## src/rtl/enigma_encode_path.sv

```systemverilog
// enigma_encode_path: keystroke sequencer plus rotor/reflector substitution datapath.
// Define PLUGBOARD_EN to add the writable plugboard table and its entry/exit stages.
module enigma_encode_path #(
  parameter int SETTLE = 4
) (
  input  logic       clock,
  input  logic       reset_n,
  input  logic       in_valid,
  output logic       in_ready,
  input  logic [4:0] in_char,
  output logic       rotate,
  input  logic [4:0] rotor1,
  input  logic [4:0] rotor2,
  input  logic [4:0] rotor3,
  input  logic [2:0] rotor_type_1,
  input  logic [2:0] rotor_type_2,
  input  logic [2:0] rotor_type_3,
  input  logic       plug_we,
  input  logic [4:0] plug_addr,
  input  logic [4:0] plug_data,
  output logic       out_valid,
  input  logic       out_ready,
  output logic [4:0] out_char,
  output logic       out_err
);

`ifdef PLUGBOARD_EN
  localparam int NST = 9;
`else
  localparam int NST = 7;
`endif

  localparam logic [207:0] WIRE_I   = "EKMFLGDQVZNTOWYHXUSPAIBRCJ";
  localparam logic [207:0] WIRE_II  = "AJDKSIRUXBLHWTMCQGZNPYFVOE";
  localparam logic [207:0] WIRE_III = "BDFHJLCPRTXVZNYEIWGAKMUSQO";
  localparam logic [207:0] WIRE_IV  = "ESOVPZJAYQUIRHXLNFTGKDCMWB";
  localparam logic [207:0] WIRE_V   = "VZBRGITYUPSDNHLXAWMJQOFECK";
  localparam logic [207:0] UKW_B    = "YRUHQSLDPXNGOKMIEBFZCWVJAT";

  typedef enum logic [2:0] {IDLE, STEP, WAIT, ENC, OUT} state_t;

  state_t     state, state_next;
  logic [3:0] cnt;
  logic [4:0] cur_char;
  logic       err;
  logic [4:0] p1_q, p2_q, p3_q;
  logic [2:0] t1_q, t2_q, t3_q;
  logic [4:0] p1, p2, p3;
  logic [2:0] t1, t2, t3;
  logic       first_enc;
  logic [3:0] core_idx;
  logic [4:0] stage_out;

  // Wiring tables are stored as ASCII strings, leftmost character is index 0.
  function automatic logic [4:0] table_at(input logic [207:0] tbl, input logic [4:0] idx);
    logic [7:0] sh;
    logic [7:0] ch;
    sh = {3'b000, 5'd25 - idx} << 3;
    ch = tbl[sh +: 8];
    return 5'(ch - 8'd65);
  endfunction

  function automatic logic [4:0] wire_fwd(input logic [2:0] t, input logic [4:0] idx);
    logic [4:0] r;
    case (t)
      3'd0:    r = table_at(WIRE_I, idx);
      3'd1:    r = table_at(WIRE_II, idx);
      3'd2:    r = table_at(WIRE_III, idx);
      3'd3:    r = table_at(WIRE_IV, idx);
      3'd4:    r = table_at(WIRE_V, idx);
      default: r = idx;
    endcase
    return r;
  endfunction

  function automatic logic [4:0] wire_inv(input logic [2:0] t, input logic [4:0] c);
    logic [4:0] r;
    r = c;
    for (int i = 0; i < 26; i++)
      if (wire_fwd(t, 5'(i)) == c) r = 5'(i);
    return r;
  endfunction

  function automatic logic [4:0] add26(input logic [4:0] a, input logic [4:0] b);
    logic [5:0] s;
    s = {1'b0, a} + {1'b0, b};
    if (s >= 6'd26) s = s - 6'd26;
    return s[4:0];
  endfunction

  function automatic logic [4:0] sub26(input logic [4:0] a, input logic [4:0] b);
    logic [5:0] s;
    s = {1'b0, a} - {1'b0, b};
    if (a < b) s = s + 6'd26;
    return s[4:0];
  endfunction

  function automatic logic [4:0] norm26(input logic [4:0] p);
    return (p >= 5'd26) ? p - 5'd26 : p;
  endfunction

  function automatic logic [4:0] rotor_stage(input logic inv, input logic [2:0] t,
                                             input logic [4:0] p, input logic [4:0] c);
    logic [4:0] idx;
    logic [4:0] w;
    idx = add26(c, p);
    w   = inv ? wire_inv(t, idx) : wire_fwd(t, idx);
    return sub26(w, p);
  endfunction

`ifdef PLUGBOARD_EN
  logic [4:0] plug_tbl [26];
  logic [4:0] plug_act [26];

  // The active copy is frozen at accept so mid-letter writes only affect the next letter.
  always_ff @(posedge clock or negedge reset_n) begin
    if (!reset_n) begin
      for (int i = 0; i < 26; i++) begin
        plug_tbl[i] <= 5'(i);
        plug_act[i] <= 5'(i);
      end
    end else begin
      if (plug_we && (plug_addr < 5'd26)) plug_tbl[plug_addr] <= plug_data;
      if ((state == IDLE) && in_valid) plug_act <= plug_tbl;
    end
  end
`else
  logic unused_plug;
  assign unused_plug = ^{plug_we, plug_addr, plug_data};
`endif

  // Live rotor inputs feed the first ENC cycle; later stages use the copy latched then.
  assign first_enc = (state == ENC) && (cnt == 4'd0);

  always_comb begin
    p1 = first_enc ? norm26(rotor1) : p1_q;
    p2 = first_enc ? norm26(rotor2) : p2_q;
    p3 = first_enc ? norm26(rotor3) : p3_q;
    t1 = first_enc ? rotor_type_1 : t1_q;
    t2 = first_enc ? rotor_type_2 : t2_q;
    t3 = first_enc ? rotor_type_3 : t3_q;
  end

  always_comb begin
    stage_out = cur_char;
    core_idx  = cnt;
`ifdef PLUGBOARD_EN
    core_idx = cnt - 4'd1;
    if ((cnt == 4'd0) || (cnt == 4'(NST - 1))) begin
      core_idx = 4'd15;
      if (!err) stage_out = plug_act[cur_char];
    end
`endif
    if (!err) begin
      case (core_idx)
        4'd0:    stage_out = rotor_stage(1'b0, t3, p3, cur_char);
        4'd1:    stage_out = rotor_stage(1'b0, t2, p2, cur_char);
        4'd2:    stage_out = rotor_stage(1'b0, t1, p1, cur_char);
        4'd3:    stage_out = table_at(UKW_B, cur_char);
        4'd4:    stage_out = rotor_stage(1'b1, t1, p1, cur_char);
        4'd5:    stage_out = rotor_stage(1'b1, t2, p2, cur_char);
        4'd6:    stage_out = rotor_stage(1'b1, t3, p3, cur_char);
        default: ;
      endcase
    end
  end

  always_ff @(posedge clock or negedge reset_n) begin
    if (!reset_n) state <= IDLE;
    else          state <= state_next;
  end

  always_comb begin
    state_next = state;
    in_ready   = 1'b0;
    rotate     = 1'b0;
    out_valid  = 1'b0;
    out_char   = cur_char;
    out_err    = err;
    case (state)
      IDLE: begin
        in_ready = 1'b1;
        if (in_valid) state_next = STEP;
      end
      STEP: begin
        rotate     = 1'b1;
        state_next = WAIT;
      end
      WAIT: if (cnt == 4'(SETTLE - 1)) state_next = ENC;
      ENC:  if (cnt == 4'(NST - 1)) state_next = OUT;
      OUT: begin
        out_valid = 1'b1;
        if (out_ready) state_next = IDLE;
      end
      default: state_next = IDLE;
    endcase
  end

  // cnt times the settle wait, then indexes the substitution stage.
  always_ff @(posedge clock or negedge reset_n) begin
    if (!reset_n) begin
      cnt      <= 4'd0;
      cur_char <= 5'd0;
      err      <= 1'b0;
      p1_q     <= 5'd0;
      p2_q     <= 5'd0;
      p3_q     <= 5'd0;
      t1_q     <= 3'd0;
      t2_q     <= 3'd0;
      t3_q     <= 3'd0;
    end else begin
      case (state)
        IDLE: begin
          cnt <= 4'd0;
          if (in_valid) begin
            cur_char <= in_char;
            err      <= (in_char > 5'd25);
          end
        end
        STEP: cnt <= 4'd0;
        WAIT: cnt <= (cnt == 4'(SETTLE - 1)) ? 4'd0 : cnt + 4'd1;
        ENC: begin
          if (first_enc) begin
            p1_q <= p1;
            p2_q <= p2;
            p3_q <= p3;
            t1_q <= t1;
            t2_q <= t2;
            t3_q <= t3;
          end
          cur_char <= stage_out;
          cnt      <= cnt + 4'd1;
        end
        default: ;
      endcase
    end
  end

endmodule

```

## config.mk

```make
export PLATFORM = sky130hd
export DESIGN_NAME = enigma_encode_path
export DESIGN_NICKNAME = d
export VERILOG_FILES = /design/src/rtl/enigma_encode_path.sv
export SDC_FILE = /design/constraint.sdc
export NUM_CORES = 1
export LEC_CHECK = 0
export ABC_AREA = 1
export BUFFER_PORTS_ARGS = -buffer_cell sky130_fd_sc_hd__buf_2
export CORE_MARGIN = 2
export CORE_UTILIZATION = 25
export CTS_CLUSTER_DIAMETER = 120
export CTS_CLUSTER_SIZE = 16
export DETAILED_ROUTE_END_ITERATION = 8
export GPL_TIMING_DRIVEN = 0
export PLACE_DENSITY_LB_ADDON = 0.05
export SLEW_MARGIN = 20
export SYNTH_ARGS = -nofsm -noshare
export SYNTH_HDL_FRONTEND = slang
export SYNTH_SLANG_ARGS = --single-unit
```

## constraint.sdc

```tcl
create_clock -name clock -period 8.4 [get_ports clock]
set_input_delay 0.42 -clock clock [delete_from_list [all_inputs] [get_ports clock]]
set_output_delay 0.42 -clock clock [all_outputs]
set_load 0.01 [all_outputs]
```

Word-level counts from Yosys, hierarchy flattened
Index checks and enable logic that the tools add are counted.
{"block": "totals", "output_inout_bits": 9, "regBits": 37}
{"block": "classes", "add_sub_neg": 42, "shift": 16, "magnitude_cmp": 13, "n_mux": 371, "eq_ne": 106, "n_reduce_logical": 34}
{"cell": "indexed part select 208 x 9 -> 5 bit, first input constant", "count": 16}
{"cell": "2-to-1 mux 5 bit", "count": 275}
{"cell": "case mux 5 bit (5 select lines)", "count": 48}
{"cell": "case mux 5 bit (4 select lines)", "count": 24}
{"cell": "equality test 5 bit", "count": 78}
{"cell": "case mux 5 bit (3 select lines)", "count": 6}
{"cell": "subtractor 5 x 1 -> 5 bit, second input constant", "count": 16}
{"cell": "case mux 4 bit (5 select lines)", "count": 3}
{"cell": "OR reduction 2 bit", "count": 22}
{"cell": "case mux 5 bit (7 select lines)", "count": 1}
{"cell": "adder 5 bit, second input constant", "count": 6}
{"cell": "< comparator 5 bit", "count": 6}
{"cell": "subtractor 5 bit", "count": 6}
{"cell": "subtractor 5 bit, second input constant", "count": 6}
{"cell": "equality test 3 x 2 -> 1 bit, second input constant", "count": 8}
{"cell": "2-to-1 mux 3 bit", "count": 7}
{"cell": "subtractor 5 bit, first input constant", "count": 4}
{"cell": "adder 5 x 5 -> 6 bit", "count": 3}
{"cell": ">= comparator 6 x 5 -> 1 bit, second input constant", "count": 3}
{"cell": ">= comparator 5 bit, second input constant", "count": 3}
{"cell": "case mux 3 bit (5 select lines)", "count": 1}
{"cell": "equality test 3 x 1 -> 1 bit, second input constant", "count": 4}
{"cell": "equality test 3 bit, second input constant", "count": 4}
{"cell": "equality test 4 x 3 -> 1 bit, second input constant", "count": 3}
{"cell": "other kinds (18)", "count": 29}

Longest topological paths before layout
{"block": "logic_depth", "depth_word": 43, "mapped_depth": 62, "ltp_nobuf": 61}

Least setup slack after synthesis
OpenSTA, ideal clock, no wires.
{"block": "synth_path", "kind": "register -> register", "from": "register cnt[0]", "to": "register cur_char[2] (netlist: out_char[2])", "t_arrival_ns": 7.442, "setup_time_ns": 0.146, "path_buffers": 5, "period_less_slack_ns": 7.588, "path_stages_with_launch": 46, "path_slack_ns": 0.812, "t_required_ns": 8.254, "cell_sequence": "dfrtp_1 -> inv_1 -> ha_1 -> inv_1 -> nor2_1 -> nand2_2 -> clkbuf_1 -> a21oi_1 -> a22oi_1 -> inv_1 -> fa_1 -> xnor2_1 -> ha_1 -> inv_1 -> nor2_1 -> inv_1 -> nand3_1 -> nand3_1 -> [... 10 more ...] -> a32o_1 -> ha_1 -> and2_1 -> o31ai_1 -> inv_1 -> ha_1 -> a21oi_1 -> nand2_1 -> nand2_1 -> nand2_1 -> a21oi_1 -> inv_1 -> o21ai_0 -> o22ai_1 -> nor3_1 -> o211ai_1 -> o211ai_1 -> o21ai_0"}
{"block": "synth_between", "elab_chain_len": 43, "word_cells_on_any_way": 541}
{"element": "start, declared", "line": "43", "rtl": "logic [3:0] cnt;"}
{"element": "start signal, assigned", "line": "221", "rtl": "WAIT: cnt <= (cnt == 4'(SETTLE - 1)) ? 4'd0 : cnt + 4'd1;"}
{"element": "start signal, assigned", "line": "232", "rtl": "cnt <= cnt + 4'd1;"}
{"element": "zero test 4 bit *", "line": "133", "rtl": "assign first_enc = (state == ENC) && (cnt == 4'd0);"}
{"element": "logical AND 1 bit *", "line": "133"}
{"element": "2-to-1 mux 5 bit *", "line": "136", "rtl": "p1 = first_enc ? norm26(rotor1) : p1_q;"}
{"element": "named net p1[1]", "line": "48", "rtl": "logic [4:0] p1, p2, p3;"}
{"element": "adder 5 x 5 -> 6 bit", "line": "86", "rtl": "s = {1'b0, a} + {1'b0, b};"}
{"element": "subtractor 5 bit or >= comparator 6 x 5 -> 1 bit (tied branches)", "line": "87", "rtl": "if (s >= 6'd26) s = s - 6'd26;"}
{"element": "2-to-1 mux 5 bit", "line": "87"}
{"element": "2-to-1 mux 5 bit", "line": "155", "rtl": "case (core_idx)"}
{"element": "[... 28 more ...]"}
{"element": "2-to-1 mux 5 bit", "line": "155"}
{"element": "2-to-1 mux 5 bit", "line": "154", "rtl": "if (!err) begin"}
{"element": "subtractor 5 bit", "line": "93", "rtl": "s = {1'b0, a} - {1'b0, b};"}
{"element": "adder 5 bit", "line": "94", "rtl": "if (a < b) s = s + 6'd26;"}
{"element": "2-to-1 mux 5 bit", "line": "94"}
{"element": "case mux 5 bit (7 select lines) *", "line": "155"}
{"element": "2-to-1 mux 5 bit *", "line": "154"}
{"element": "case mux 5 bit (2 select lines) *", "line": "212", "rtl": "case (state)"}
{"element": "end signal, assigned", "line": "216", "rtl": "cur_char <= in_char;"}
{"element": "end signal, assigned", "line": "231", "rtl": "cur_char <= stage_out;"}
{"element": "end, declared", "line": "44", "rtl": "logic [4:0] cur_char;"}
The timed path passes the listed nets; every way through them passes the cells marked *. The select of a mux whose other input is x is not followed.
A chain may end at the register's enable or synchronous reset.

Final worst setup path
{"block": "layout_path", "from": "register cnt[1]", "to": "register cur_char[2] (netlist: out_char[2])"}
Same word-level chain as after synthesis.

==> results.md <==
* Status: complete, no violations
* Drt wl/cell at 20.03 microns
* FMAX at 0.1291 GHz
* Row count at 83
* Iteration-0 DRC count of the detailed router at about 1.4k
* Critical Path Start Type: register
* Initial Utilization at 25.37%
* Place WS at -1994 ps
* Clock slew at reported path FFs at around 70 ps
* Area delta synth->final at 12.72%
* Mapped Nets at 2,494
* Clock Skew at 13.75 ps
* Via count of the first global-routing pass at between 15k and 20k
* Yosys warns at 0
* Mean area per synthesized cell at 5.537 sq um
* Top FF cell, synth: dfrtp_1
* Mapped Area at 13,070 sq um
* Mapped Cells at between 2k and 2.5k
* Final core utilization at 28.60%
* Number of flops mapped to enable cells by yosys at 0
* Clk_lat worst skew at 320 ps
* Tcrit/Tclk final at 92.20%
* Reg2reg setup slack at 650 ps
* Clk buf depth at 2
* Max Cap Viol at 0
* Relative slew slack at 36.59%
* WP data arrival at between 7000 and 8000 ps
* Port Buffer Count at 41
* IO Count at 53
* Global-route congestion overflow total at 0
* Slowest CP cell: fa_1
* Layout Cells excl Fill at 3,101
* RePlAce Congestion at 0.9448
* Peak fanout along the critical path at 10
* Most common cell after layout, fill and taps aside: nand2_1
* Root buffer cell: clkbuf_16
* Antenna violations before repair at 0
* Die W at 232.6 microns
* Final hold vios at 0
* Critical path class: reg -> reg
* Ant diodes at 0
* Pins Over Slew Limit at 0
* Post-route cell area at 14,730 sq um
* Vias at between 15k and 20k
* Worst Max-Slew Pin Slew at approximately 930 ps
* Die Height at 232.6 microns
* Setup crit end kind: register
* First-pass GRT wire length at 94.98 mm
* Hold buffer count at CTS at 0
* DP Area at 14,130 sq um
* Hpwl dp at 49.76 mm
* Period minus WS final at 7745 ps
* Initial DRT Pass Iterations at 8
* Path type of the worst min-delay path: in -> async
* Reg2Reg Depth at 48
* Worst setup margin at 654.9 ps
* Reg2reg start: cnt[1]$_DFFE_PN0P_
* Largest net degree at the start of global routing at 38
* Most frequent cells in the layout: 598 x nand2_1, 286 x inv_1, 256 x nor2_1
* Placed Cells at a little over 3k
* CTS Buf Count at 5
* Clock Sink Count at 37
* Global Route Usage Sum at 22.82%
* Die area at about 54,000 sq um
* Final wirelength at 62.12 mm
* CTS H-Tree Depth at 2
* Layout cells sized above 1 at 11.19%
* Seq/Total Area, Yosys at 7.085%
* Setup Viol. Count Final at 0
* Vias per std cell at 5.323
* Seq cells post-synth at 37
* CTS tree: done
* Nets at 2,554
* Post-route ant nets at 0
* Ys async rst share at 100.0%
* Worst EP required at 8570 ps
* Remaining DRCs at 0
* Crit path largest cell delay at 420 ps
* Distinct cells, synth at 62
* CORE AREA at 51,510 sq um
* RR Endpoint: out_char[2]$_DFFE_PN0P_
routing by layer:
layer | GRT usage, % | part of all wire, % | vias to the layer above
met5 | 0 | 0 | -
met4 | 7.126 | 3.2 | 0
met3 | 2.574 | 6.3 | 124
met2 | 38.46 | 46 | 678
met1 | 30.30 | 44 | 7688
li1 | - | - | 8018
worst max-delay path: cells and delay by family, from the launching register on:
family,cells,cell delay (ps)
and+or+nand+nor,18,2110
adders and majority gates,7,1880
buffers and inverters,13,1630
AOI/OAI and AO/OA,9,1340
DFF,1,410
xor gates and xnor gates,1,190
cell families (layout without fill, tap and decap cells):
group / count (synthesis) / count (layout) / share of synthesized area [%]
buf+inv: 418 / 479 / 12.61
compound gates: 517 / 517 / 23.96
simple gates: 1182 / 1182 / 39.44
fa+ha+maj: 90 / 90 / 9.134
xor+xnor: 116 / 116 / 7.775
flops: 37 / 37 / 7.085
registers in the layout, summed over array words and instances (netlist names):
| name | cells |
|---|---|
| p3_q | 5 |
| t2_q | 3 |
| out_char | 5 |
| p2_q | 5 |
| out_err | 1 |
| cnt | 4 |
| t1_q | 3 |
| p1_q | 5 |
| state | 3 |
| t3_q | 3 |
final cells by class:
type / count / area, sq um
clock buffers: 6 / 128.9
multi-input cells: 1905 / 10730
fillers: 5992 / 36780
flip-flops and latches: 37 / 925.9
well taps: 680 / 850.8
clock inverters: 2 / 10.01
plain buffers: 79 / 466.7
repair buffers: 56 / 332.8
inverters: 336 / 1282
through the flow:
step | hold WS (ps) | setup TNS (ps)
final | 126.0 | 0
after global routing | 153.7 | -10.91
after CTS | 139.3 | 0
after detailed placement | 452.9 | -7683
after global placement | 450.6 | -8643
after floorplan | 124.4 | 0
what timing repair did:
| action | 4_1_cts | 5_1_grt |
|---|---|---|
| pin swaps | 3 | 3 |
| endpoints found under the setup margin | 5 | 4 |
| gates resized for setup | 50 | 73 |
| buffers inserted | 3 | 12 |
how the worst max path moves through the flow:
stage	startpoint	endpoint	slack, ps
floorplan	cnt[0]$_DFFE_PN0P_	out_char[2]$_DFFE_PN0P_	810
global placement	cnt[0]$_DFFE_PN0P_	out_char[4]$_DFFE_PN0P_	-2210
detailed placement	cnt[0]$_DFFE_PN0P_	out_char[4]$_DFFE_PN0P_	-1990
CTS	cnt[0]$_DFFE_PN0P_	out_char[2]$_DFFE_PN0P_	50
global route	cnt[1]$_DFFE_PN0P_	out_char[2]$_DFFE_PN0P_	-4
finish	cnt[1]$_DFFE_PN0P_	out_char[2]$_DFFE_PN0P_	650
cell usage after synthesis (4+ instances only):
cell type / instances / share of area [%]
a2111oi_0: 5 / 0.34
a211oi_1: 14 / 0.80
a21oi_1: 135 / 5.2
a311oi_1: 7 / 0.47
a31oi_1: 26 / 1.2
a32o_1: 4 / 0.31
buf_1: 10 / 0.29
buf_2: 25 / 0.96
buf_4: 4 / 0.23
clkbuf_1: 40 / 1.1
clkinv_1: 4 / 0.11
dfrtp_1: 37 / 7.1
fa_1: 9 / 1.4
ha_1: 81 / 7.8
inv_1: 290 / 8.3
inv_2: 38 / 1.1
inv_4: 4 / 0.19
nand2_1: 604 / 17
nand2_2: 24 / 1.1
nand2_4: 12 / 1.0
nand3_1: 160 / 6.1
nand3b_1: 6 / 0.34
nand4_1: 26 / 1.2
nor2_1: 261 / 7.5
nor2_2: 8 / 0.38
nor2_4: 11 / 0.95
nor3_1: 37 / 1.4
nor4_1: 22 / 1.1
o2111ai_1: 17 / 1.1
o211ai_1: 34 / 2.0
o21a_1: 6 / 0.34
o21ai_0: 185 / 7.1
o21ai_1: 11 / 0.42
o21ai_4: 4 / 0.50
o21bai_1: 4 / 0.23
o221ai_1: 6 / 0.40
o22ai_1: 16 / 0.77
o311ai_0: 15 / 1.0
o31ai_1: 10 / 0.57
xnor2_1: 29 / 1.9
xor2_1: 87 / 5.8
Power is left out: the tool's default activity adds up to more than one toggle a clock period on the data nets, which glitch-free logic cannot reach.
